[src/rtl/aurora_seq_pkg.sv]
// Shared state encoding, status-bus/CSR bit positions and output decode for the Aurora link sequencer.
package aurora_seq_pkg;

   typedef enum logic [2:0] {
      IDLE      = 3'd0,
      RST_LEAD  = 3'd1,
      PMA_HOLD  = 3'd2,
      RST_TRAIL = 3'd3,
      WAIT_UP   = 3'd4,
      UP        = 3'd5,
      RETRY     = 3'd6,
      FAULT     = 3'd7
   } seqState_e;

   // Synchronised status bus layout (bit positions within the sync_2ff bus)
   localparam int STATUS_WIDTH  = 4;
   localparam int SYNC_CH_UP    = 0;
   localparam int SYNC_LANE_UP  = 1;
   localparam int SYNC_HARD_ERR = 2;
   localparam int SYNC_MMCM     = 3;

   localparam int CSR_STATE_LSB   = 0;
   localparam int CSR_LINK_UP_BIT = 3;
   localparam int CSR_FAULT_BIT   = 4;
   localparam int CSR_RETRY_LSB   = 5;
   localparam int CSR_WIDTH       = 9;

   typedef struct packed {
      logic mgtReset;
      logic pmaInit;
      logic linkUp;
      logic fault;
   } seqOut_t;

   function automatic seqOut_t decodeOutputs(seqState_e s);
      seqOut_t o;
      o = '{mgtReset: 1'b1, pmaInit: 1'b0, linkUp: 1'b0, fault: 1'b0};
      case (s)
         IDLE, PMA_HOLD: o.pmaInit = 1'b1;
         WAIT_UP:        o.mgtReset = 1'b0;
         UP:             begin o.mgtReset = 1'b0; o.linkUp = 1'b1; end
         FAULT:          begin o.pmaInit = 1'b1; o.fault = 1'b1; end
         default:        ;
      endcase
      return o;
   endfunction

   function automatic logic [CSR_WIDTH-1:0] packStatus(seqState_e s, logic linkUp, logic fault,
                                                       logic [3:0] retryCount);
      return {retryCount, fault, linkUp, s};
   endfunction

endpackage

[src/rtl/aurora_link_sequencer_sync_2ff.sv]
// Parameterised-width two-flop synchroniser with a per-bit reset value.
module sync_2ff #(
   parameter int               WIDTH     = 1,
   parameter logic [WIDTH-1:0] RESET_VAL = '0
) (
   input  logic             clk,
   input  logic             rst,
   input  logic [WIDTH-1:0] d,
   output logic [WIDTH-1:0] q
);

   (* ASYNC_REG = "TRUE" *) logic [WIDTH-1:0] meta;
   (* ASYNC_REG = "TRUE" *) logic [WIDTH-1:0] stable;

   always_ff @(posedge clk) begin
      if (rst) begin
         meta   <= RESET_VAL;
         stable <= RESET_VAL;
      end else begin
         meta   <= d;
         stable <= meta;
      end
   end

   assign q = stable;

endmodule

[src/rtl/aurora_link_sequencer.sv]
// Aurora 64b66b bring-up/recovery sequencer in the sysClk domain.
// Optional soft-error counter enabled by defining AURORA_SEQ_ERR_COUNT_EN.
module aurora_link_sequencer
   import aurora_seq_pkg::*;
#(
   parameter int PMA_INIT_CYCLES    = 1024,
   parameter int RESET_LEAD_CYCLES  = 128,
   parameter int CHANNEL_UP_TIMEOUT = 65536,
   parameter int HOLDOFF_CYCLES     = 4096,
   parameter int MAX_RETRIES        = 7,
   parameter int CNT_WIDTH          = 24
) (
   input  logic        sysClk,
   input  logic        sysReset,
   input  logic        enable,
   input  logic        restartStrobe,
   input  logic        channelUp,
   input  logic        laneUp,
   input  logic        hardErr,
   input  logic        mmcmNotLocked,
`ifdef AURORA_SEQ_ERR_COUNT_EN
   input  logic        softErr,
   output logic [15:0] errCount,
`endif
   output logic        mgtReset,
   output logic        pmaInit,
   output logic        linkUp,
   output logic        fault,
   output logic [2:0]  state,
   output logic [3:0]  retryCount
);

`ifdef AURORA_SEQ_ERR_COUNT_EN
   localparam int SYNC_SOFT_ERR = STATUS_WIDTH;
   localparam int SYNC_W        = STATUS_WIDTH + 1;
`else
   localparam int SYNC_W        = STATUS_WIDTH;
`endif
   localparam logic [SYNC_W-1:0] SYNC_RESET = SYNC_W'(1) << SYNC_MMCM;

   localparam logic [CNT_WIDTH-1:0] LEAD_LAST    = CNT_WIDTH'(RESET_LEAD_CYCLES - 1);
   localparam logic [CNT_WIDTH-1:0] PMA_LAST     = CNT_WIDTH'(PMA_INIT_CYCLES - 1);
   localparam logic [CNT_WIDTH-1:0] TIMEOUT_LAST = CNT_WIDTH'(CHANNEL_UP_TIMEOUT - 1);
   localparam logic [CNT_WIDTH-1:0] HOLDOFF_LAST = CNT_WIDTH'(HOLDOFF_CYCLES - 1);

   logic [SYNC_W-1:0]    rawStatus;
   logic [SYNC_W-1:0]    syncStatus;
   seqState_e            curState;
   seqState_e            nextState;
   seqOut_t              nextOut;
   logic [CNT_WIDTH-1:0] cnt;
   logic                 restartHit;
   logic                 clearRetry;
   logic                 bumpRetry;
   logic                 timed;
   logic                 chUpSync;
   logic                 laneUpSync;
   logic                 hardErrSync;
   logic                 mmcmSync;

`ifdef AURORA_SEQ_ERR_COUNT_EN
   assign rawStatus = {softErr, mmcmNotLocked, hardErr, laneUp, channelUp};
`else
   assign rawStatus = {mmcmNotLocked, hardErr, laneUp, channelUp};
`endif

   sync_2ff #(.WIDTH(SYNC_W), .RESET_VAL(SYNC_RESET)) statusSync (
      .clk (sysClk),
      .rst (sysReset),
      .d   (rawStatus),
      .q   (syncStatus)
   );

   assign chUpSync    = syncStatus[SYNC_CH_UP];
   assign laneUpSync  = syncStatus[SYNC_LANE_UP];
   assign hardErrSync = syncStatus[SYNC_HARD_ERR];
   assign mmcmSync    = syncStatus[SYNC_MMCM];

   always_comb begin
      nextState  = curState;
      restartHit = 1'b0;
      clearRetry = 1'b0;
      if (!enable) begin
         nextState = IDLE;
      end else if (restartStrobe) begin
         nextState  = RST_LEAD;
         restartHit = 1'b1;
         clearRetry = 1'b1;
      end else begin
         case (curState)
            IDLE:      nextState = RST_LEAD;
            RST_LEAD:  if (cnt == LEAD_LAST) nextState = PMA_HOLD;
            PMA_HOLD:  if (cnt == PMA_LAST) nextState = RST_TRAIL;
            // Lead time must have elapsed and the MMCM must be locked before releasing reset
            RST_TRAIL: if (cnt >= LEAD_LAST && !mmcmSync) nextState = WAIT_UP;
            WAIT_UP: begin
               if (hardErrSync) begin
                  nextState = RETRY;
               end else if (chUpSync && laneUpSync) begin
                  nextState  = UP;
                  clearRetry = 1'b1;
               end else if (cnt == TIMEOUT_LAST) begin
                  nextState = RETRY;
               end
            end
            UP:        if (!chUpSync || hardErrSync || mmcmSync) nextState = RETRY;
            RETRY: begin
               if (MAX_RETRIES != 0 && int'(retryCount) >= MAX_RETRIES) nextState = FAULT;
               else if (cnt == HOLDOFF_LAST) nextState = RST_LEAD;
            end
            FAULT:     nextState = FAULT;
            default:   nextState = IDLE;
         endcase
      end
   end

   assign bumpRetry = (nextState == RETRY) && (curState != RETRY);
   assign timed     = curState inside {RST_LEAD, PMA_HOLD, RST_TRAIL, WAIT_UP, RETRY};
   assign nextOut   = decodeOutputs(nextState);

   // Outputs are registered from the next state so they always match the state register
   always_ff @(posedge sysClk) begin
      if (sysReset) begin
         curState   <= IDLE;
         cnt        <= '0;
         retryCount <= '0;
         mgtReset   <= 1'b1;
         pmaInit    <= 1'b1;
         linkUp     <= 1'b0;
         fault      <= 1'b0;
      end else begin
         curState <= nextState;
         if (restartHit || nextState != curState) cnt <= '0;
         else if (timed && cnt != '1)             cnt <= cnt + 1'b1;
         if (clearRetry)                            retryCount <= '0;
         else if (bumpRetry && retryCount != 4'hF)  retryCount <= retryCount + 1'b1;
         {mgtReset, pmaInit, linkUp, fault} <= nextOut;
      end
   end

   assign state = curState;

`ifdef AURORA_SEQ_ERR_COUNT_EN
   logic softPrev;

   always_ff @(posedge sysClk) begin
      if (sysReset) begin
         softPrev <= 1'b0;
         errCount <= '0;
      end else begin
         softPrev <= syncStatus[SYNC_SOFT_ERR];
         if (nextState == RST_LEAD && (curState != RST_LEAD || restartHit))
            errCount <= '0;
         else if (curState == UP && syncStatus[SYNC_SOFT_ERR] && !softPrev && errCount != 16'hFFFF)
            errCount <= errCount + 1'b1;
      end
   end
`endif

endmodule

[config.mk]
export PLATFORM = sky130hd
export DESIGN_NAME = aurora_link_sequencer
export DESIGN_NICKNAME = d
export VERILOG_FILES = /design/src/rtl/aurora_seq_pkg.sv /design/src/rtl/aurora_link_sequencer_sync_2ff.sv /design/src/rtl/aurora_link_sequencer.sv
export SDC_FILE = /design/constraint.sdc
export NUM_CORES = 1
export LEC_CHECK = 0
export BUFFER_PORTS_ARGS = -buffer_cell sky130_fd_sc_hd__buf_2
export CORE_ASPECT_RATIO = 1.75
export CORE_MARGIN = 2
export CORE_UTILIZATION = 55
export DETAILED_ROUTE_END_ITERATION = 16
export PLACE_DENSITY = 0.78
export REMOVE_ABC_BUFFERS = 1
export SYNTH_ARGS = -nofsm -noshare
export SYNTH_HDL_FRONTEND = slang
export SYNTH_HIERARCHICAL = 1
export SYNTH_SLANG_ARGS = --single-unit
export TNS_END_PERCENT = 5
[constraint.sdc]
create_clock -name sysClk -period 3.16 [get_ports sysClk]
set_clock_uncertainty 0.05 [all_clocks]
set_input_delay 0.474 -clock sysClk [delete_from_list [all_inputs] [get_ports sysClk]]
set_output_delay 0.474 -clock sysClk [all_outputs]
set_load 0.01 [all_outputs]
==> flow_summary.yaml <==
logic_synthesis:
  synth_largest_type_area_fraction_pct: 39.4
  netlist.top_cell.by_area: "dfxtp_1"
  post_synth_most_frequent_cells: "43 x dfxtp_1, 32 x nor3_1, 19 x nand2_1"
  yosys_most_used_dff: "dfxtp_1"
  synth_cell_type_count: 49
  post_synth_design_cell_area_sq_um: 2190
  postSynthCellCount: 254
  number_of_synthesized_flops_with_an_enable_pin: 0
  synthTopCellsByArea: "dfxtp_1 39%, nor3_1 7.3%, xnor2_1 4.8%, xor2_1 4.4%, nand4_1 4.0%"
  synthArstFlopShare_pct: 0
  most_instantiated_library_cell_after_synthesis: "dfxtp_1"
  syn_avg_cell_area_sq_um: 8.61
  synth.ff_latch_count: 43
  yosys_warnings: 6
  synth.yosys.seq_area_share_pct: 39.4
finish:
  n_antenna_cell: 0
  num-nets-final: 281
  post_route_cells_drive_above_1_share_pct: 14.0
  layout-area-overhead-vs-synth_pct: 10.4
  finish.cell_count_without_fillers: 320
  post-route-util_pct: 63.0
  finalInstanceArea_sq_um: 2410
floorplan:
  placement_rows: 30
  design.die.area_sq_um: 4520
  pin_count: 19
  coreArea_sq_um: 3830
  die_w_um: 51.7
  fp.dieH_um: 87.4
  start_util_pct: 57.1
clock_tree:
  cts_inserted_buffers: 5
  cts-root-to-sink-buffers: 2
  cts.repair_timing.setup_buffer_count: 0
  path_clk_slew_ns: 0.08
  ctsHoldBuffers: 0
  clock_sinks: 43
  number_of_cells_upsized_or_downsized_after_cts: 0
  ctsHtreeMaxLevel: 2
  clkLatencyLatePin_ns: 0.30
  cts_tree: "built"
  cts_root_buffer: "clkbuf_8"
drt:
  route.detailed.drc: 0
  total_routed_wire_length_on_the_met1_layer_um: 2020
  drt_iter0_drc: 53
  via_per_inst: 6.17
  route.vias.total: 1974
  top_layer: "met4"
  drt-total-wl_um: 4890
  route.detailed.wl_per_inst_um: 15.3
  met2_wirelength_um: 2510
  firstDrtPassIters: 4
  drtAntennaViolNets: 0
  met3RoutedLength_um: 139
sta:
  grt_setup_unrepaired: "no"
  minimum_period_implied_by_the_final_worst_setup_slack_ns: 2.89
  fmaxAchievable_mhz: 346
  timing_max_transition_violations_final: 0
  timing.final.crit_share_pct: 91.3
  relSlewSlack_pct: 65.3
  setup_viol: 0
  post-route-worst-setup-slack_ns: 0.274
  transition_time_at_the_pin_with_the_least_slew_margin_ns: 0.520
  timing.setup.tns_ns: 0
  final-hold-violation-count: 0
outcome:
  status: "complete, no violations"
job:
  timing.max_cap.violations: 0
place:
  dp_hpwl_um: 3480
  place_inst: 312
  detailed_place.area_sq_um: 2320
  place.gp.congestion: 0.885
  dp_slack_ns: 0.329
  count_of_input_and_output_buffers: 18
grt:
  grt_max_degree: 25
  grt.total_usage_pct: 24.2
  grt-ovfl-total: 0
  initial_antenna_violation_count: 0
  grt_pass1_vias: 1840
  first_pass_grt_wire_length_um: 8290
worst_hold_path:
  worst_hold_path.endpoint: "statusSync/meta[3]"
  min_from: "mmcmNotLocked"
  holdCritPathClass: "input pin to flip-flop"
  hold_path_stages: 2
worst_setup_path:
  worst-path-max-fanout: 6
  startpoint_type: "flip-flop"
  r2r_start: "cnt[16]"
  endpoint_kind: "flip-flop"
  timing.setup.critical_path_class: "flip-flop to flip-flop"
  ff2ff_path_depth: 7
  crit_required_ns: 3.34
  worstReg2RegEnd: "retryCount[1]"
  cp.arrival_ns: 3.07
  setup.reg_to_reg.worst_slack_ns: 0.27
power:
  p_seq_share_pct: 57.2
  ir_drop_worst_case_vdd_uv: 371
  power_switching_uw: 241
  power.static_leakage_nw: 0.855
  cellPowerDensity_nw_per_um2: 402
  netSwitchingFraction_pct: 24.8
  power.clock.fraction_pct: 37.1
  power.combinational.fraction_pct: 5.7
  power_report.internal_total_uw: 729
## metal layers
layer / vias to the layer above / track usage (%)
met1: 934 / 27.1
met2: 44 / 41.5
li1: 978 / -
met3: 18 / 4.30
met4: 0 / 14.6
met5: - / 0
## worst max-delay path, cell delays in order (launching register included)
cell and delay (ns):
dfxtp_1 0.36, nor4_1 0.36, nand4_1 0.25, or3b_1 0.48, o211a_2 0.32, or4_4 0.53
or3b_1 0.36, a21oi_1 0.12
## stage by stage
stage | hold WS (ns) | total power, mW
2_1_floorplan | 0.333 | 0.597
3_3_place_gp | 0.338 | 0.622
3_5_place_dp | 0.346 | 0.623
4_1_cts | 0.297 | 0.982
5_1_grt | 0.298 | 1.01
6_report | 0.307 | 0.970
## state kept, by name, summed over array words and instances (netlist names)
| signal | cells |
|---|---|
| fault | 1 |
| statusSync/meta | 4 |
| state | 3 |
| linkUp | 1 |
| retryCount | 4 |
| cnt | 24 |
| statusSync/q | 4 |
| mgtReset | 1 |
| pmaInit | 1 |
## final cells by class
type / count / area (sq um)
well taps: 48 / 60.1
multi-input cells: 193 / 1250
fillers: 360 / 1420
flip-flops and latches: 43 / 861
clock inverters: 3 / 23.8
repair buffers: 21 / 125
inverters: 7 / 26.3
clock buffers: 5 / 68.8
## logic make-up (layout without fill, tap and decap cells)
kind of cell	count (synthesis)	count (layout)	share of synthesized area, %
xor+xnor	23	23	9.21
fa+ha+maj	2	2	1.14
compound gates	29	29	9.90
mux	1	1	0.458
flops	43	43	39.4
buf+inv	18	36	3.55
simple gates	138	138	36.4
## power groups by stage
stage / logic, mW / clock network [mW] / registers (mW)
3_3_place_gp: 0.0539 / 0 / 0.568
6_report: 0.0556 / 0.360 / 0.555
4_1_cts: 0.0552 / 0.372 / 0.555
3_5_place_dp: 0.0550 / 0 / 0.568
5_1_grt: 0.0612 / 0.393 / 0.556
2_1_floorplan: 0.0302 / 0 / 0.567
## worst max-delay path by stage
stage | startpoint | to | slack (ns) | depth (start not counted)
floorplan | cnt[7] | cnt[0] | 0.31 | 7
global placement | cnt[19] | retryCount[1] | 0.38 | 7
detailed placement | cnt[16] | retryCount[1] | 0.33 | 7
CTS | cnt[16] | retryCount[1] | 0.31 | 7
global route | cnt[16] | retryCount[1] | 0.08 | 7
finish | cnt[16] | retryCount[1] | 0.27 | 7
## layout by cell type (no fill, tap or decap), types with 2 or more instances in the layout
| master | n |
|---|---|
| nor2_1 | 12 |
| o21ai_0 | 2 |
| ha_1 | 2 |
| nor3b_1 | 2 |
| o31a_1 | 2 |
| buf_4 | 2 |
| nand2_1 | 19 |
| nand3_1 | 10 |
| and4_1 | 3 |
| a211oi_1 | 2 |
| clkbuf_8 | 5 |
| nor3_1 | 32 |
| inv_1 | 7 |
| nor4_1 | 9 |
| nor2b_1 | 8 |
| a211o_1 | 3 |
| and3_1 | 6 |
| a221oi_1 | 2 |
| xnor2_1 | 12 |
| a21o_1 | 3 |
| clkinvlp_4 | 2 |
| or4_1 | 3 |
| a31oi_1 | 4 |
| a31o_2 | 2 |
| nor4b_1 | 2 |
| or3b_1 | 2 |
| or2_1 | 2 |
| dfxtp_1 | 43 |
| a21oi_1 | 3 |
| xor2_1 | 11 |
| or3_1 | 4 |
| buf_2 | 18 |
| nand4_1 | 14 |
Power figures use the tool's default switching activity.
